[config.mk]
export PLATFORM = sky130hd
export DESIGN_NAME = capture_ctrl
export DESIGN_NICKNAME = d
export VERILOG_FILES = /design/src/rtl/capture_ctrl.sv
export SDC_FILE = /design/constraint.sdc
export NUM_CORES = 1
export LEC_CHECK = 0
export ABC_AREA = 1
export CAP_MARGIN = 20
export CORE_MARGIN = 1.5
export CORE_UTILIZATION = 43
export CTS_CLUSTER_DIAMETER = 80
export DETAILED_ROUTE_END_ITERATION = 8
export GPL_TIMING_DRIVEN = 0
export SLEW_MARGIN = 20
export SYNTH_ARGS = -nofsm -noshare
export SYNTH_HDL_FRONTEND = slang
export SYNTH_SLANG_ARGS = --single-unit
[constraint.sdc]
create_clock -name clk -period 2.9 [get_ports clk]
set_clock_uncertainty 0.1 [all_clocks]
set_input_delay 0.29 -clock clk [delete_from_list [all_inputs] [get_ports clk]]
set_output_delay 0.29 -clock clk [all_outputs]
set_load 0.05 [all_outputs]
[src/rtl/capture_ctrl.sv]
// capture_ctrl: controls how samples are captured into the five channel RAMs
// of the logic analyzer. It drives the shared write enable and write address,
// sets armed once the pre-trigger window holds enough samples, latches the
// trigger, counts the post-trigger samples, and pulses set_capture_done when
// the capture is complete.
module capture_ctrl #(
  parameter int ENTRIES = 384,
  parameter int LOG2    = 9
) (
  input  logic            clk,
  input  logic            rst,
  input  logic            run,
  input  logic            capture_done,
  input  logic            wrt_smpl,
  input  logic            trig_in,
  input  logic [LOG2-1:0] trig_pos,
  output logic            we,
  output logic [LOG2-1:0] waddr,
  output logic [LOG2-1:0] ram_addr,
  output logic            armed,
  output logic            triggered,
  output logic            set_capture_done
);

  typedef enum logic [1:0] {
    IDLE = 2'd0,
    RUN  = 2'd1,
    DONE = 2'd2
  } state_t;

  // Highest RAM index, and the full window depth. smpl_cnt needs one extra
  // bit because it saturates at ENTRIES rather than ENTRIES-1.
  localparam logic [LOG2-1:0] LAST = LOG2'(ENTRIES - 1);
  localparam logic [LOG2:0]   FULL = (LOG2 + 1)'(ENTRIES);

  state_t          state;
  state_t          state_nxt;
  logic            start;
  logic            complete;
  logic [LOG2-1:0] tp_eff;
  logic [LOG2:0]   arm_thresh;
  logic [LOG2:0]   smpl_cnt;
  logic [LOG2-1:0] trig_cnt;

  // trig_pos comes from a wider host register. Values past the last RAM
  // entry are clamped so that at least one pre-trigger sample is kept.
  assign tp_eff     = (trig_pos > LAST) ? LAST : trig_pos;
  assign arm_thresh = FULL - {1'b0, tp_eff};
  assign complete   = triggered && (trig_cnt == tp_eff);

  // Next-state and write-enable decode. we is combinational so that a write
  // happens in the same cycle as the wrt_smpl strobe.
  always_comb begin
    // NOTE: every output of this block gets a default first. Any path that
    // leaves one unassigned would infer a latch.
    state_nxt = state;
    we        = 1'b0;
    start     = 1'b0;
    unique case (state)
      IDLE: begin
        if (run && !capture_done) begin
          start     = 1'b1;
          state_nxt = RUN;
        end
      end
      RUN: begin
        if (!run) begin
          state_nxt = IDLE;
        end else if (complete) begin
          state_nxt = DONE;
        end else begin
          we = wrt_smpl;
        end
      end
      DONE: begin
        // cmd_cfg registers capture_done from our pulse one clock later. That
        // means the input is still low during the pulse cycle, so it must not
        // count as the host clearing it.
        if (!capture_done && !set_capture_done) begin
          state_nxt = IDLE;
        end
      end
      default: state_nxt = IDLE;
    endcase
  end

  // State register.
  always_ff @(posedge clk) begin
    // NOTE: sequential state is assigned with <= only. Each register then
    // samples its old value at the edge, whatever order the statements are in.
    if (rst) state <= IDLE;
    else     state <= state_nxt;
  end

  // Write address and last-written entry. They advance together on each
  // write and wrap at ENTRIES. Both keep their values between captures.
  always_ff @(posedge clk) begin
    if (rst) begin
      waddr    <= '0;
      ram_addr <= LAST;
    end else if (we) begin
      waddr    <= (waddr == LAST) ? '0 : waddr + 1'b1;
      ram_addr <= waddr;
    end
  end

  // Pre-trigger and post-trigger sample counters. They are cleared when a
  // capture starts. A write in the same cycle that trig_in rises still counts
  // as pre-trigger, because triggered is a registered flag.
  always_ff @(posedge clk) begin
    if (rst) begin
      smpl_cnt <= '0;
      trig_cnt <= '0;
    end else if (start) begin
      smpl_cnt <= '0;
      trig_cnt <= '0;
    end else if (we) begin
      if (!triggered) begin
        if (smpl_cnt != FULL) smpl_cnt <= smpl_cnt + 1'b1;
      end else begin
        trig_cnt <= trig_cnt + 1'b1;
      end
    end
  end

  // armed and triggered are sticky for the whole capture. A trigger is only
  // accepted after armed has been registered.
  always_ff @(posedge clk) begin
    if (rst) begin
      armed     <= 1'b0;
      triggered <= 1'b0;
    end else if (start) begin
      armed     <= 1'b0;
      triggered <= 1'b0;
    end else if (state == RUN) begin
      if (smpl_cnt >= arm_thresh) armed     <= 1'b1;
      if (armed && trig_in)       triggered <= 1'b1;
    end
  end

  // One-cycle done pulse. It is issued on the transition into DONE and is
  // high during the first DONE cycle only.
  always_ff @(posedge clk) begin
    if (rst) set_capture_done <= 1'b0;
    else     set_capture_done <= (state == RUN) && run && complete;
  end

endmodule
=== Word level (Yosys, flattened, before mapping) ===
Index checks and enable logic that the tools add are counted.

* Add/sub/neg operators: 4
* Order comparisons: 2
* Equality and inequality tests: 8
* Mux-type cells: 12
* Bitwise operators: 1
* Reductions and logical operators: 15

{| class="wikitable"
|+ Operators with widths
! cell !! count
|-
| 9-bit by 1-bit adder with 9-bit output, second input constant || 2
|-
| 9-bit 2-to-1 mux || 2
|-
| 10-bit by 1-bit adder with 10-bit output, second input constant || 1
|-
| 10-bit >= comparator || 1
|-
| 10-bit by 9-bit != test with 1-bit output, second input constant || 1
|-
| 9-bit by 9-bit subtractor with 10-bit output, first input constant || 1
|-
| 9-bit == test || 1
|-
| 9-bit == test, second input constant || 1
|-
| 9-bit > comparator, second input constant || 1
|-
| 2-bit 2-to-1 mux || 4
|-
| 1-bit logical AND || 6
|-
| 2-bit one-hot mux with 3 select lines || 1
|-
| 2-bit AND reduction || 3
|-
| 3-bit AND reduction || 2
|-
| 1-bit 2-to-1 mux || 5
|-
| 2-bit != test, second input constant || 2
|-
| 3-bit != test, second input constant || 1
|-
| 2-bit by 1-bit == test with 1-bit output, second input constant || 1
|-
| 2-bit == test, second input constant || 1
|-
| 1-bit zero test || 2
|-
| 2-bit zero test || 1
|-
| 2-bit OR reduction || 1
|-
| 1-bit inverter || 1
|}

* Flip-flop bits (word level): 42
* Input bits: 15

=== Longest topological paths before layout ===
Gate-level depths: netlist of the first run.

* Word-level depth: 8
* Depth in mapped cells: 17

=== Worst setup path before layout of the first run ===
No wires, ideal clock.

* Path type: input -> register
* Start: input trig_pos[8]
* End: register armed
* Library setup time: 0.128 ns
* Data arrival time: 2.116 ns
* Required time: 2.672 ns
* Slack: 0.556 ns
* Stages: 17
* Path through: nand2_4 -> buf_6 -> nand2_4 -> inv_1 -> ha_1 -> nand2_1 -> nor2_1 -> nand3_1 -> o21ai_0 -> nand2_1 -> ha_1 -> nand2_1 -> nor2_1 -> a211oi_1 -> o2111ai_1 -> a21oi_1 -> nor2_1

* Cells in the longest elaborated chain, start to end: 5

{| class="wikitable"
|+ RTL lines
! item !! line !! RTL
|-
| from (decl) || 16 || <nowiki>input logic [LOG2-1:0] trig_pos,</nowiki>
|-
| 9-bit > comparator || 47 || <nowiki>assign tp_eff = (trig_pos > LAST) ? LAST : trig_pos;</nowiki>
|-
| 9-bit 2-to-1 mux (*) || 47 ||
|-
| 9-bit by 9-bit subtractor with 10-bit output (*) || 48 || <nowiki>assign arm_thresh = FULL - {1'b0, tp_eff};</nowiki>
|-
| 10-bit >= comparator (*) || 136 || <nowiki>if (smpl_cnt >= arm_thresh) armed <= 1'b1;</nowiki>
|-
| 2-bit AND reduction (no line) (*) || n/a ||
|-
| to (signal assigned) || 130 || <nowiki>armed <= 1'b0;</nowiki>
|-
| to (signal assigned) || 133 || <nowiki>armed <= 1'b0;</nowiki>
|-
| to (signal assigned) || 136 ||
|-
| to (decl) || 20 || <nowiki>output logic armed,</nowiki>
|}

Every way passes the cells marked *; elsewhere a longest branch is shown, timed or not.
A chain may end at the register's enable or synchronous reset.

=== Worst setup path after layout of the first run ===
* Start: input trig_pos[2]
* End: output we

* Cells in the longest elaborated chain, start to end: 7

{| class="wikitable"
|+ RTL lines
! item !! line !! RTL
|-
| 9-bit > comparator || 47 ||
|-
| 9-bit 2-to-1 mux (*) || 47 ||
|-
| 9-bit == test (*) || 49 || <nowiki>assign complete = triggered && (trig_cnt == tp_eff);</nowiki>
|-
| 1-bit logical AND (*) || 49 ||
|-
| 1-bit 2-to-1 mux (*) || 69 || <nowiki>end else if (complete) begin</nowiki>
|-
| 1-bit 2-to-1 mux (*) || 67 || <nowiki>if (!run) begin</nowiki>
|-
| 1-bit 2-to-1 mux (*) || 59 || <nowiki>unique case (state)</nowiki>
|-
| to (decl) || 17 || <nowiki>output logic we,</nowiki>
|}

Marked as above.

==> results of run 1 <==
==> worst max-delay path by stage <==
stage	start	end	slack [ps]	depth (start not counted)
5_1_grt	trig_pos[0]	armed	10	17
4_1_cts	trig_pos[8]	armed	40	14
2_1_floorplan	trig_pos[8]	armed	560	17
3_3_place_gp	trig_pos[8]	we	-330	12
6_report	trig_pos[2]	we	210	11
3_5_place_dp	trig_pos[8]	we	-360	9
==> synth_stat cells, drive strengths merged <==
cell and n:
nand2 121, nor2 44, dfxtp 42, inv 40
a21oi 32, nand3 29, nand4 22, xor2 22
ha 15, buf 11, nor3 9, o21ai 6
xnor2 4, o211ai 3, clkbuf 2, a211oi 1
a31oi 1, clkinv 1, conb 1, nand3b 1
nor4 1, o2111ai 1, o21bai 1, or2 1
==> power groups by stage <==
stage	sequential [mW]	clock [mW]	combinational [mW]
final	0.585	0.487	0.159
after global routing	0.585	0.526	0.177
after CTS	0.585	0.502	0.159
after detailed placement	0.598	0	0.158
after global placement	0.598	0	0.156
after floorplan	0.609	0	0.0927
==> sequential cells by signal, indices dropped and copies added (netlist names) <==
register          count
state                 2
smpl_cnt             10
triggered             1
set_capture_done      1
armed                 1
ram_addr              9
waddr                 9
trig_cnt              9
==> per-stage QoR <==
stage / instance area [um^2] / utilization (%) / setup TNS, ps / hold WS [ps] / worst slack [ps]
after floorplan: 2870 / - / 0 / 259 / 556
after global placement: 3320 / 52.0 / -639 / 353 / -334
after detailed placement: 3320 / 52.0 / -614 / 356 / -357
after CTS: 3430 / 53.7 / 0 / 200 / 40.5
after global routing: 3440 / 53.9 / 0 / 204 / 12.3
final: 3440 / 53.9 / 0 / 212 / 206
==> cell families after synthesis <==
family / count (synthesis) / synth area share, %
other: 1 / 0.131
AOI/OAI and AO/OA: 45 / 9.41
adders and majority gates: 15 / 6.54
and+or+nand+nor: 228 / 37.8
DFF: 42 / 29.3
buffers and inverters: 54 / 8.93
xor gates and xnor gates: 26 / 7.93
==> cell type report <==
class	instances	area share, %
plain buffers	13	2.98
clock inverters	3	1.27
repair buffers	35	10.4
multi-input cells	315	51.7
well taps	77	2.80
clock buffers	5	2.00
inverters	41	4.47
flip-flops and latches	42	24.4
==> critical path, delay by kind of cell <==
kind	cells	cell delay, ps
and+or+nand+nor	7	900
buffers and inverters	4	1090
==> metal layers <==
metal	part of all wire, %	track usage (%)	routed length [um]
met4	1.0	5.57	75
met3	3.8	4.23	274
met1	51	29.4	3660
met5	0	0	0
met2	44	33.5	3210
==> repair_timing <==
action,in CTS,in global routing
setup endpoints to repair,1,2
resized for setup,3,5
pin swaps,0,1
==> results.md, run 1 <==
- Residual DRC count: 0
- CTS Hold Buffers Added: 0
- Cells along the critical path: clkdlybuf4s50_1 -> inv_1 -> nand2_1 -> nand2_1 -> nand2_1 -> nor2_2 -> nand3_2 -> nor2_4 -> nor3_4 -> buf_6 -> clkdlybuf4s15_2
- Shortest clock period the worst path allows after layout: roughly 2700 ps
- Gate power share: 12.9%
- Starting density of the core: 45.0%
- Slew at the pin with the worst max-slew slack: 617 ps
- Number of standard cells in the layout, taps in and fillers out: about 530
- Rel. slew slack: 58.9%
- Fraction of power spent switching nets: 27.1%
- Fill cells: 624
- Run status: finished, final reports clean
- Leftover overflow at the end of global routing: 0
- Chip Width: 84.7 um
- Wirelength per Cell: 13.6 um
- Clock H-tree levels: 2
- Crit share post-route: between 90 and 100%
- Multi-input combinational cell area: 1780 um^2
- Number of global-route vias before repair: roughly 2,500
- Startpoint of the worst register-to-register path: triggered
- Number of buffers added by the clock tree synthesis step: 5
- Post-synth top area share: 29.3%
- Routability congestion estimate: 0.910
- Endpoint of the worst register-to-register path: trig_cnt[4]
- Number of pins exceeding their max-slew limit in the final report: 0
- Post-CTS repair timing setup buffer count: 0
- Number of standard-cell rows in the floorplan: 29
- Sink Count: 42
- Count of boundary I/O pins: 37
- Height of the chip: 84.7 um
- Share of final-layout standard cells stronger than drive strength 1: between 10% and 20%
- Register-to-Register Path Depth: 10
- Initial DRT Pass Iterations: 4
- Antenna cell count: 0
- Final hold violations: 0
- Register-to-register setup slack: 850 ps
- Area added between synthesis and finish: 20.0%
- Number of distinct library cells after synthesis: 37
- Sequential share of the synthesized area: around 29%
- Setup repair after global routing missed its margin: no
- Core region area: 6390 um^2
- HP Start: wrt_smpl
- Internal power: 0.897 mW
- Critical path arrival: 2300 ps
- Crit path required time: 2510 ps
- Leading cell types by total area after synthesis: dfxtp_1 (29%), nand2_1 (14%), xor2_1 (6.7%), ha_1 (6.5%), a21oi_1 (5.2%)
- CTS tree: done
- Number of nets in the layout: slightly below 500
- Buffer levels on the longest clock path: 2
- Final wirelength: 7.22 mm
- Post-synthesis average cell area: 6.99 um^2
- Area taken by flip-flops and latches: 841 um^2
- Buffer cell driving the clock tree root: clkbuf_8
- Via total after detailed routing: 2,674
- Vias per Instance: 5.04
- Endpoint, Worst Hold: trig_cnt[7]
- Cell type with the highest occurrence count on the critical path: nand2_1
- Top fanout value on the critical path: 10
- Initial antenna violation count: 0
- Post-synth net total: 441
- Slowest cell on the critical path: clkdlybuf4s50_1
- Switching power summed over all nets: 0.333 mW
- Clock slew seen by the registers of the worst setup and hold paths: 90 ps
- Wire length of the first global-routing pass: 12.1 mm
- Proportion of power drawn by flip-flops and latches: 47.5%
- DRC violation total after the first TritonRoute iteration: 134
- Category of the worst setup path launch point: input pin
- Yosys Warn Count: 0
- Worst skew pair latency: 310 ps
- Buffers added on ports: 35
- Endpoint kind of the worst setup timing path: output pin
- Max-cap violations: 0
- Clk network pwr share: 39.6%
- Total of flip-flops plus latches after synthesis: 42
- Achievable clock frequency: 371 MHz
- Syn Std Cell Area: 2870 um^2
- Placed Cells incl. Taps: 523
- Post-synthesis instance total: 411
- Most common cell after layout, fill and taps aside: nand2_1
- HP Class: input pin to register
- Biggest area consumer among synthesized cells: dfxtp_1
- Power density over cell area: 357 nW/um^2
- Max incr delay on CP: 450 ps
- Worst setup path category: input pin to output pin
- WHS Path Cells: 3
- Post-layout power: 1.23 mW
- Leakage power total: 1.46 nW
- Largest net degree at the start of global routing: 15
- Highest-count cells in the layout ignoring fill and taps: nand2_1 (109), dfxtp_1 (42), inv_1 (40)
- Total Die Area: 7180 um^2
- Final setup viols: 0
- Placed wire-length estimate: 5.54 mm
- Total Routing Usage GR: 21.2%
- Maximum vdd ir drop: approximately 260 uV
- Antenna-violating nets left: 0
No activity file was read; power rests on OpenSTA's default activity.
==> run 2: changes to the inputs <==
--- a/config.mk
+++ b/config.mk
@@ -9,6 +9,7 @@
 export CAP_MARGIN = 20
 export CORE_MARGIN = 1.5
 export CORE_UTILIZATION = 43
+export CTS_BUF_LIST = sky130_fd_sc_hd__clkbuf_4
 export CTS_CLUSTER_DIAMETER = 80
 export DETAILED_ROUTE_END_ITERATION = 8
 export GPL_TIMING_DRIVEN = 0
==> results.md, run 2 (synthesis gave the netlist of run 1 again) <==
- Area added between synthesis and finish: 19.7% (was 20.0%)
- Buffers added on ports: 35 (unchanged)
- Antenna cell count: 0 (unchanged)
- Residual DRC count: 0 (unchanged)
- Cells along the critical path: clkdlybuf4s50_1 -> inv_1 -> nand2_1 -> nand2_1 -> nand2_1 -> nor2_2 -> nand3_2 -> nor2_4 -> nor3_4 -> buf_6 -> clkdlybuf4s15_2 (unchanged)
- Placed Cells incl. Taps: 523 (unchanged)
- Wirelength per Cell: 13.5 um (was 13.6 um)
- Shortest clock period the worst path allows after layout: 2630 ps (was 2690 ps)
- Initial DRT Pass Iterations: 4 (unchanged)
- Total Routing Usage GR: 20.9% (was 21.2%)
- Max incr delay on CP: 450 ps (about the same)
- Slowest cell on the critical path: clkdlybuf4s50_1 (unchanged)
- Number of nets in the layout: 486 (was 483)
- Final setup viols: 0 (unchanged)
- Clk network pwr share: 35.0% (was 39.6%)
- Cell area after layout: 3440 um^2 (about the same)
- Power density over cell area: 334 nW/um^2 (was 357 nW/um^2)
- Proportion of power drawn by flip-flops and latches: 51.1% (was 47.5%)
- Internal power: 0.824 mW (was 0.897 mW)
- HP Start: wrt_smpl (unchanged)
- Rel. slew slack: 58.3% (was 58.9%)
- Endpoint kind of the worst setup timing path: output pin (unchanged)
- Most common cell after layout, fill and taps aside: nand2_1 (unchanged)
- Buffer cell driving the clock tree root: clkbuf_4 (was clkbuf_8)
- HP Class: input pin to register (unchanged)
- Count of boundary I/O pins: 37 (unchanged)
- Starting density of the core: 45.0% (unchanged)
- Critical path arrival: 2240 ps (was 2300 ps)
- Fraction of power spent switching nets: 28.1% (was 27.1%)
- CTS tree: done (unchanged)
- DRC violation total after the first TritonRoute iteration: 162 (was 134)
- Final Util: 53.8% (was 53.9%)
- Final-layout setup total negative slack: 0 ps (unchanged)
- Vias per Instance: 5.04 (about the same)
- Run status: finished, final reports clean (unchanged)
- Highest-count cells in the layout ignoring fill and taps: nand2_1 (109), dfxtp_1 (42), inv_1 (40) (unchanged)
- Setup slack after layout: 272 ps (was 206 ps)
- Startpoint of the worst register-to-register path: state[0] (was triggered)
- Core region area: 6390 um^2 (unchanged)
- Largest net degree at the start of global routing: 15 (unchanged)
- Post-DP Area: 3320 um^2 (unchanged)
- Worst skew pair latency: 370 ps (was 310 ps)
- Worst slack, placed: -357 ps (unchanged)
- Number of standard cells in the layout, taps in and fillers out: 534 (was 531)
- Achievable clock frequency: 381 MHz (was 371 MHz)
- Category of the worst setup path launch point: input pin (unchanged)
- Leakage power total: 1.46 nW (about the same)
- Height of the chip: 84.7 um (unchanged)
- Total Die Area: 7180 um^2 (unchanged)
- Final wirelength: 7.19 mm (was 7.22 mm)
- Number of buffers added by the clock tree synthesis step: 5 (unchanged)
- Max-cap violations: 0 (unchanged)
- Routability congestion estimate: 0.910 (unchanged)
- Slew at the pin with the worst max-slew slack: 626 ps (was 617 ps)
- Top register by number of flip-flops: smpl_cnt (unchanged)
- Maximum vdd ir drop: 203 uV (was 261 uV)
- Register-to-Register Path Depth: 5 (was 10)
- WHS Path Cells: 3 (unchanged)
- Crit share post-route: 90.6% (was 92.9%)
- Share of final-layout standard cells stronger than drive strength 1: 11.8% (was 11.2%)
- Flip-flop count of the largest register after layout: 10 (unchanged)
- Via total after detailed routing: 2,694 (was 2,674)
- Number of standard-cell rows in the floorplan: 29 (unchanged)
- Final hold violations: 0 (unchanged)
- Sink Count: 42 (unchanged)
- Wire length of the first global-routing pass: 12.1 mm (unchanged)
- Endpoint, Worst Hold: trig_cnt[7] (unchanged)
- Setup repair after global routing missed its margin: no (unchanged)
- Number of global-route vias before repair: 2,492 (was 2,489)
- Initial antenna violation count: 0 (unchanged)
- CTS Hold Buffers Added: 0 (unchanged)
- Switching power summed over all nets: 0.322 mW (was 0.333 mW)
- Top fanout value on the critical path: 10 (unchanged)
- Clock slew seen by the registers of the worst setup and hold paths: 140 ps (was 90 ps)
- Gate power share: 14.0% (was 12.9%)
- Register-to-register setup slack: 840 ps (was 850 ps)
- Buffer levels on the longest clock path: 2 (unchanged)
- Leftover overflow at the end of global routing: 0 (unchanged)
- Placed wire-length estimate: 5.54 mm (unchanged)
- Number of pins exceeding their max-slew limit in the final report: 0 (unchanged)
- Endpoint of the worst register-to-register path: trig_cnt[4] (unchanged)
- Worst setup path category: input pin to output pin (unchanged)
- Crit path required time: 2510 ps (about the same)
- Clock H-tree levels: 2 (unchanged)
- Chip Width: 84.7 um (unchanged)
- Cell type with the highest occurrence count on the critical path: nand2_1 (unchanged)
- Antenna-violating nets left: 0 (unchanged)
-- run 2: worst max-delay path by stage --
| stage | slack, ps | end | start |
|---|---|---|---|
| 2_1_floorplan | 560 | armed | trig_pos[8] |
| 3_3_place_gp | -330 | we | trig_pos[8] |
| 3_5_place_dp | -360 | we | trig_pos[8] |
| 4_1_cts | 60 | we | trig_pos[8] |
| 5_1_grt | 100 | armed | trig_pos[0] |
| 6_report | 270 | we | trig_pos[2] |
-- run 2: stage by stage --
stage / power, mW / hold WS [ps]
6_report: 1.15 / 144
2_1_floorplan: 0.702 / 259
3_5_place_dp: 0.756 / 356
5_1_grt: 1.20 / 121
4_1_cts: 1.16 / 129
3_3_place_gp: 0.754 / 353
-- run 2: routing by layer --
layer	vias up	global-route usage [%]	share of wire (%)
li1	1431	-	-
met3	6	3.93	3.2
met2	56	33.4	46
met4	0	4.25	1.1
met5	-	0	0
met1	1201	29.6	50
-- run 2: what timing repair did --
action                                  in CTS  in global routing
pin swaps                                    0                  2
endpoints found under the setup margin       1                  2
buffers inserted                             0                  3
gates resized for setup                      3                  5
-- run 2: power groups by stage --
stage | combinational, mW | clock (mW) | sequential [mW]
floorplan | 0.0927 | 0 | 0.609
global placement | 0.156 | 0 | 0.598
detailed placement | 0.158 | 0 | 0.598
CTS | 0.159 | 0.415 | 0.586
global route | 0.178 | 0.440 | 0.587
finish | 0.160 | 0.401 | 0.586
-- run 2: cell type report --
cell class	instances	area (um^2)
fill	629	2950
multi-input combinational	315	1780
sequential	42	841
timing repair buffer	38	379
inverter	41	154
buffer	13	103
tap	77	96.3
clock inverter	3	43.8
clock buffer	5	37.5
-- run 2: worst max-delay path, delay by kind of cell --
kind | cells | cell delay [ps]
buffers and inverters | 4 | 1060
AND/OR/NAND/NOR | 7 | 860
==> RTL edit 1 (flow settings as in run 1) <==
The 3 states of `state_t` get a one-hot encoding in 3 bits.
--- a/src/rtl/capture_ctrl.sv
+++ b/src/rtl/capture_ctrl.sv
@@ -23,8 +23,8 @@
 );
 
-  typedef enum logic [1:0] {
-    IDLE = 2'd0,
-    RUN  = 2'd1,
-    DONE = 2'd2
+  typedef enum logic [2:0] {
+    IDLE = 3'b001,
+    RUN  = 3'b010,
+    DONE = 3'b100
   } state_t;
 
Check against the original RTL: same outputs for any inputs over 10 cycles, from zero or initial values and one cycle with rst high; not proved beyond that.
==> RTL edit 1 against run 1 <==
- largest cell class unchanged
- clock power fell by 22%
- setup slack got worse by 20 ps
- total power decreased by 11%
- design area decreased by 5.2%
- synthesized cell count decreased by 3.2%
- highest routed layer unchanged
- critical endpoint is now armed
- routed wire length decreased by 15%
- sequential share of layout area is 1.9 points higher
- via count down 4.4%
- sequential cell count up 1
- non-clock buffer count is 3 lower
- synthesized area is 5.2% lower
==> RTL edit 1: results (changes against run 1) <==
[status]
outcome=finished clean

[placed_design]
hpwlAfterDp_um=4870  ; -12%
place.gp.congestion=0.815  ; -10%
portBuffers=36  ; +2.9%
preCtsSetupSlack_ps=-327  ; +29.3 ps
dp_cells=509  ; -2.7%
postPlaceCellArea_um2=3180  ; -4.3%

[route]
vias=2556  ; -4.4%
wl_per_cell_um=11.8  ; -13%
drt_iter0_drc=103  ; -23%
drt_pass1_iterations=4  ; unchanged

[synthesis]
synth_cells=398  ; -3.2%
ys_dominant_reg_cell=dfxtp_1
synth_cell_types=33  ; -11%
ys_top_cells_by_area=dfxtp_1, nand2_1, ha_1, inv_1, a21oi_1
synth_common_cells=nand2_1, inv_1, dfxtp_1
syn_nets=428  ; -2.9%
yosysSeqAreaShare=0.316  ; +0.0234
async_reset_ff_frac=0  ; unchanged
yosysWarnings=0  ; unchanged

[pwr]
ir_worst_vdd_mv=0.207  ; -21%
p_leak_nw=1.39  ; -4.5%

[clocking]
path_clk_slew_ps=80
clock_latency_ps=290  ; -20 ps
post_cts_buffers=0  ; unchanged
cts_buffers=5  ; unchanged
cts_max_path_buffers=2  ; unchanged

[finish]
clkCellAreaFrac=0.0260  ; -0.00665
seq_cells=43  ; +2.4%
nNonClkInverters=52  ; +27%
multi_input_comb_cells=294  ; -6.7%
regArea_um2=861  ; +2.4%
clkbuf_count=6  ; +1
top_register=smpl_cnt
bufAreaShareNonClock=0.129  ; -0.00424
finalNonFillerCells=517  ; -2.6%
multi_input_area_share=0.493  ; -0.0243
final_nets=471  ; -2.5%
largest_reg_flops=10  ; unchanged
fillers=609  ; -2.4%
drive_gt1_frac=0.0724  ; -0.0399
diodes=0  ; unchanged
signal_buffers=45  ; -6.3%

[grt]
grt_pass1_wl_um=10500  ; -13%
grt_max_degree=14  ; -1
grt_pass1_vias=2327  ; -6.5%
antenna_found_initial=0  ; unchanged
track_usage=0.198  ; -0.0132

[critical_path]
cp_max_fo=5  ; -5
crit_arrival_ps=2780  ; +480 ps
endpoint=armed
r2r-start=state[1]
r2r_cells=8  ; -2
critPathLaunch=trig_pos[7]
r2r-end=smpl_cnt[8]
r2r_slack_ps=1100  ; +250 ps

[die]
die_area_um2=6820  ; -5.0%

[timing]
finalCritPeriodShare=0.936  ; +0.00680
worst_pin_slew_ps=529  ; -88.2 ps

[min_path]
hold_path_class=flop to flop

[RTL edit 1: stage by stage]
step	power (W)	utilization
global placement	0.000732	0.527
CTS	0.00111	0.542
detailed placement	0.000734	0.527
floorplan	0.000688	-
global route	0.00116	0.542
finish	0.00110	0.542
[RTL edit 1: power by group]
group          switching (W)  internal (W)  leakage (nW)
logic              0.0000765     0.0000487          1.01
clock network       0.000210      0.000169        0.0412
registers         0.00000216      0.000593         0.347
total               0.000288      0.000810          1.39
[RTL edit 1: timing repair]
item	4_1_cts	5_1_grt
pin swaps	0	1
endpoints found under the setup margin	2	2
endpoints found under the hold margin	0	0
gates resized for setup	2	5
[RTL edit 1: layer usage]
layer	global-route usage	part of all wire	up-vias
li1	-	-	1372
met1	0.266	0.51	1131
met2	0.324	0.45	48
met3	0.0341	0.037	5
met4	0.0583	0.0087	0
met5	0	0	-
[RTL edit 1: logic make-up after synthesis]
logic type,Yosys count,synth area share
simple gates,210,0.358
buf+inv,61,0.0960
compound gates,50,0.101
flops,43,0.316
xor+xnor,18,0.0579
fa+ha+maj,15,0.0689
other cells,1,0.00138
[RTL edit 1: critical path: stages]
cell	delay, ps
clkdlybuf4s50_1	470
nand2_2	140
nand2_2	110
inv_1	90
ha_1	180
nand2_1	70
nor2_2	140
nand3_1	120
o21ai_1	140
nand2_1	70
ha_1	270
nand2_1	100
nor2_1	50
a211oi_1	180
o2111ai_1	160
a21oi_1	150
nor2_1	50
[RTL edit 1: worst min path at each step]
stage	endpoint	slack, ps	start	cells past startpoint
global placement	ram_addr[8]	360	ram_addr[8]	2
floorplan	ram_addr[7]	260	rst	1
finish	ram_addr[7]	370	ram_addr[7]	2
detailed placement	ram_addr[1]	360	ram_addr[1]	2
global route	ram_addr[7]	390	ram_addr[7]	2
CTS	ram_addr[7]	370	ram_addr[7]	2
==> RTL edit 2 (flow settings as in run 1) <==
Made on the original files. `ENTRIES`: 384 -> 192.
--- a/src/rtl/capture_ctrl.sv
+++ b/src/rtl/capture_ctrl.sv
@@ -5,5 +5,5 @@
 // the capture is complete.
 module capture_ctrl #(
-  parameter int ENTRIES = 384,
+  parameter int ENTRIES = 192,
   parameter int LOG2    = 9
 ) (
Behaviour: not the same (a bounded check fails within 4 cycles, from zero or initial values and one cycle with rst high).
==> RTL edit 2 against run 1 <==
- total power shrank 8.2%
- synthesized cell count shrank 1.5%
- sequential cell count is the same
- design area shrank 0.65%
- sequential share of layout area grew 0.16 points
- setup slack lost 42 ps
- synthesized area shrank 0.92%
- routed wire length shrank 2.5%
- largest cell class unchanged
==> RTL edit 2: results (changes against run 1) <==
[timing]
worst_pin_slew_ps=913  ; +296 ps
hold_slack_ps=306  ; +93.8 ps

[placed_design]
hpwlAfterDp_um=5370  ; -3.0%
portBuffers=35  ; unchanged
place.gp.congestion=0.852  ; -6.4%
dp_cells=518  ; -0.96%

[grt]
grt_pass1_wl_um=11800  ; -2.4%
grt_max_degree=13  ; -2
track_usage=0.201  ; -0.0105
grt_pass1_vias=2519  ; +1.2%

[synthesis]
yosysSeqAreaShare=0.296  ; +0.00270
synth_cell_types=39  ; +5.4%
synth_common_cells=nand2_1, dfxtp_1, inv_1
synth_cells=405  ; -1.5%
ys_top_cells_by_area=dfxtp_1, nand2_1, xor2_1, nand4_1, ha_1
yosysWarnings=0  ; unchanged

[critical_path]
crit_arrival_ps=2350  ; +50 ps
r2r-end=smpl_cnt[8]
r2r_slack_ps=560  ; -290 ps
r2r-start=smpl_cnt[0]
r2r_cells=9  ; -1

[pwr]
ir_worst_vdd_mv=0.255  ; -2.4%
switching_share=0.267  ; -0.00433
p_leak_nw=1.41  ; -3.1%

[finish]
finalNonFillerCells=528  ; -0.56%
fillers=653  ; +4.6%
drive_gt1_frac=0.0909  ; -0.0214
final_nets=480  ; -0.62%

[status]
outcome=finished clean

[route]
drt_pass1_iterations=4  ; unchanged
drt_iter0_drc=110  ; -18%
vias=2732  ; +2.2%
drt-total-wl_um=7040  ; -2.5%

[min_path]
hold_path_end=trig_cnt[6]

[clocking]
clock_latency_ps=290  ; -20 ps

RTL edit 2: changes by cell type in the layout (fill, tap and decap cells not counted), sizes merged, moves of 2 or more:
cell / change
o21ai: +3
a21oi: +2
nor2: -2
clkbuf: +5
nand4: +10
inv: +3
nor4: +3
nand2: -23
RTL edit 2: worst max-delay path, stage by stage:
cell,delay [ps]
clkdlybuf4s50_1,460
inv_4,120
nand3_1,270
o21ai_2,220
nor2_2,50
nand2_2,70
nor2_4,70
nor3_4,240
buf_6,180
clkdlybuf4s15_2,370
RTL edit 2: layout make-up:
class | instances | area [um2] | share of cell area
Multi-Input combinational cell | 305 | 1750 | 0.512
Sequential cell | 42 | 841 | 0.246
Timing Repair Buffer | 37 | 372 | 0.109
Inverter | 45 | 171 | 0.0501
Buffer | 14 | 97.6 | 0.0285
Tap cell | 77 | 96.3 | 0.0282
Clock buffer | 7 | 86.3 | 0.0252
Clock inverter | 1 | 5.00 | 0.00146
RTL edit 2: metal layers:
layer / routed length [um] / global-route usage / up-vias / share of wire
li1: - / - / 1432 / -
met1: 3730 / 0.298 / 1272 / 0.53
met2: 3130 / 0.315 / 26 / 0.44
met3: 170 / 0.0334 / 2 / 0.024
met4: 17 / 0.0293 / 0 / 0.0024
met5: 0 / 0 / - / 0
RTL edit 2: cells by family (layout without fill, tap and decap cells):
group,after synthesis,after routing,synth area share
compound gates,48,48,0.0910
xor+xnor,26,26,0.0800
fa+ha+maj,15,15,0.0660
buf+inv,59,104,0.0932
flops,42,42,0.296
other cells,1,2,0.00132
simple gates,214,214,0.373
RTL edit 2: stage by stage:
stage	utilization	setup slack, ps	area [um2]
finish	0.536	164	3420
detailed placement	0.516	-429	3300
global route	0.536	7.49	3420
CTS	0.532	65.6	3400
floorplan	-	614	2850
global placement	0.516	-420	3300
RTL edit 2: repair_timing:
action                                 CTS  global route
setup buffers                            1             1
endpoints found under the hold margin    0             0
setup endpoints to repair                1             2
pin swaps                                1             3
gates resized for setup                  3             6
RTL edit 2: power groups by stage:
stage | logic, W | registers (W) | clock network, W
2_1_floorplan | 0.0000862 | 0.000609 | 0
3_3_place_gp | 0.000148 | 0.000598 | 0
3_5_place_dp | 0.000150 | 0.000598 | 0
4_1_cts | 0.000151 | 0.000584 | 0.000403
5_1_grt | 0.000169 | 0.000585 | 0.000433
6_report | 0.000153 | 0.000584 | 0.000393
RTL edit 2: worst max-delay path by stage:
| stage | endpoint | slack [ps] | start |
|---|---|---|---|
| 2_1_floorplan | waddr[7] | 610 | waddr[0] |
| 3_3_place_gp | we | -420 | trig_pos[6] |
| 3_5_place_dp | we | -430 | trig_pos[6] |
| 4_1_cts | armed | 70 | trig_pos[6] |
| 5_1_grt | armed | 7 | trig_pos[8] |
| 6_report | we | 160 | trig_pos[8] |
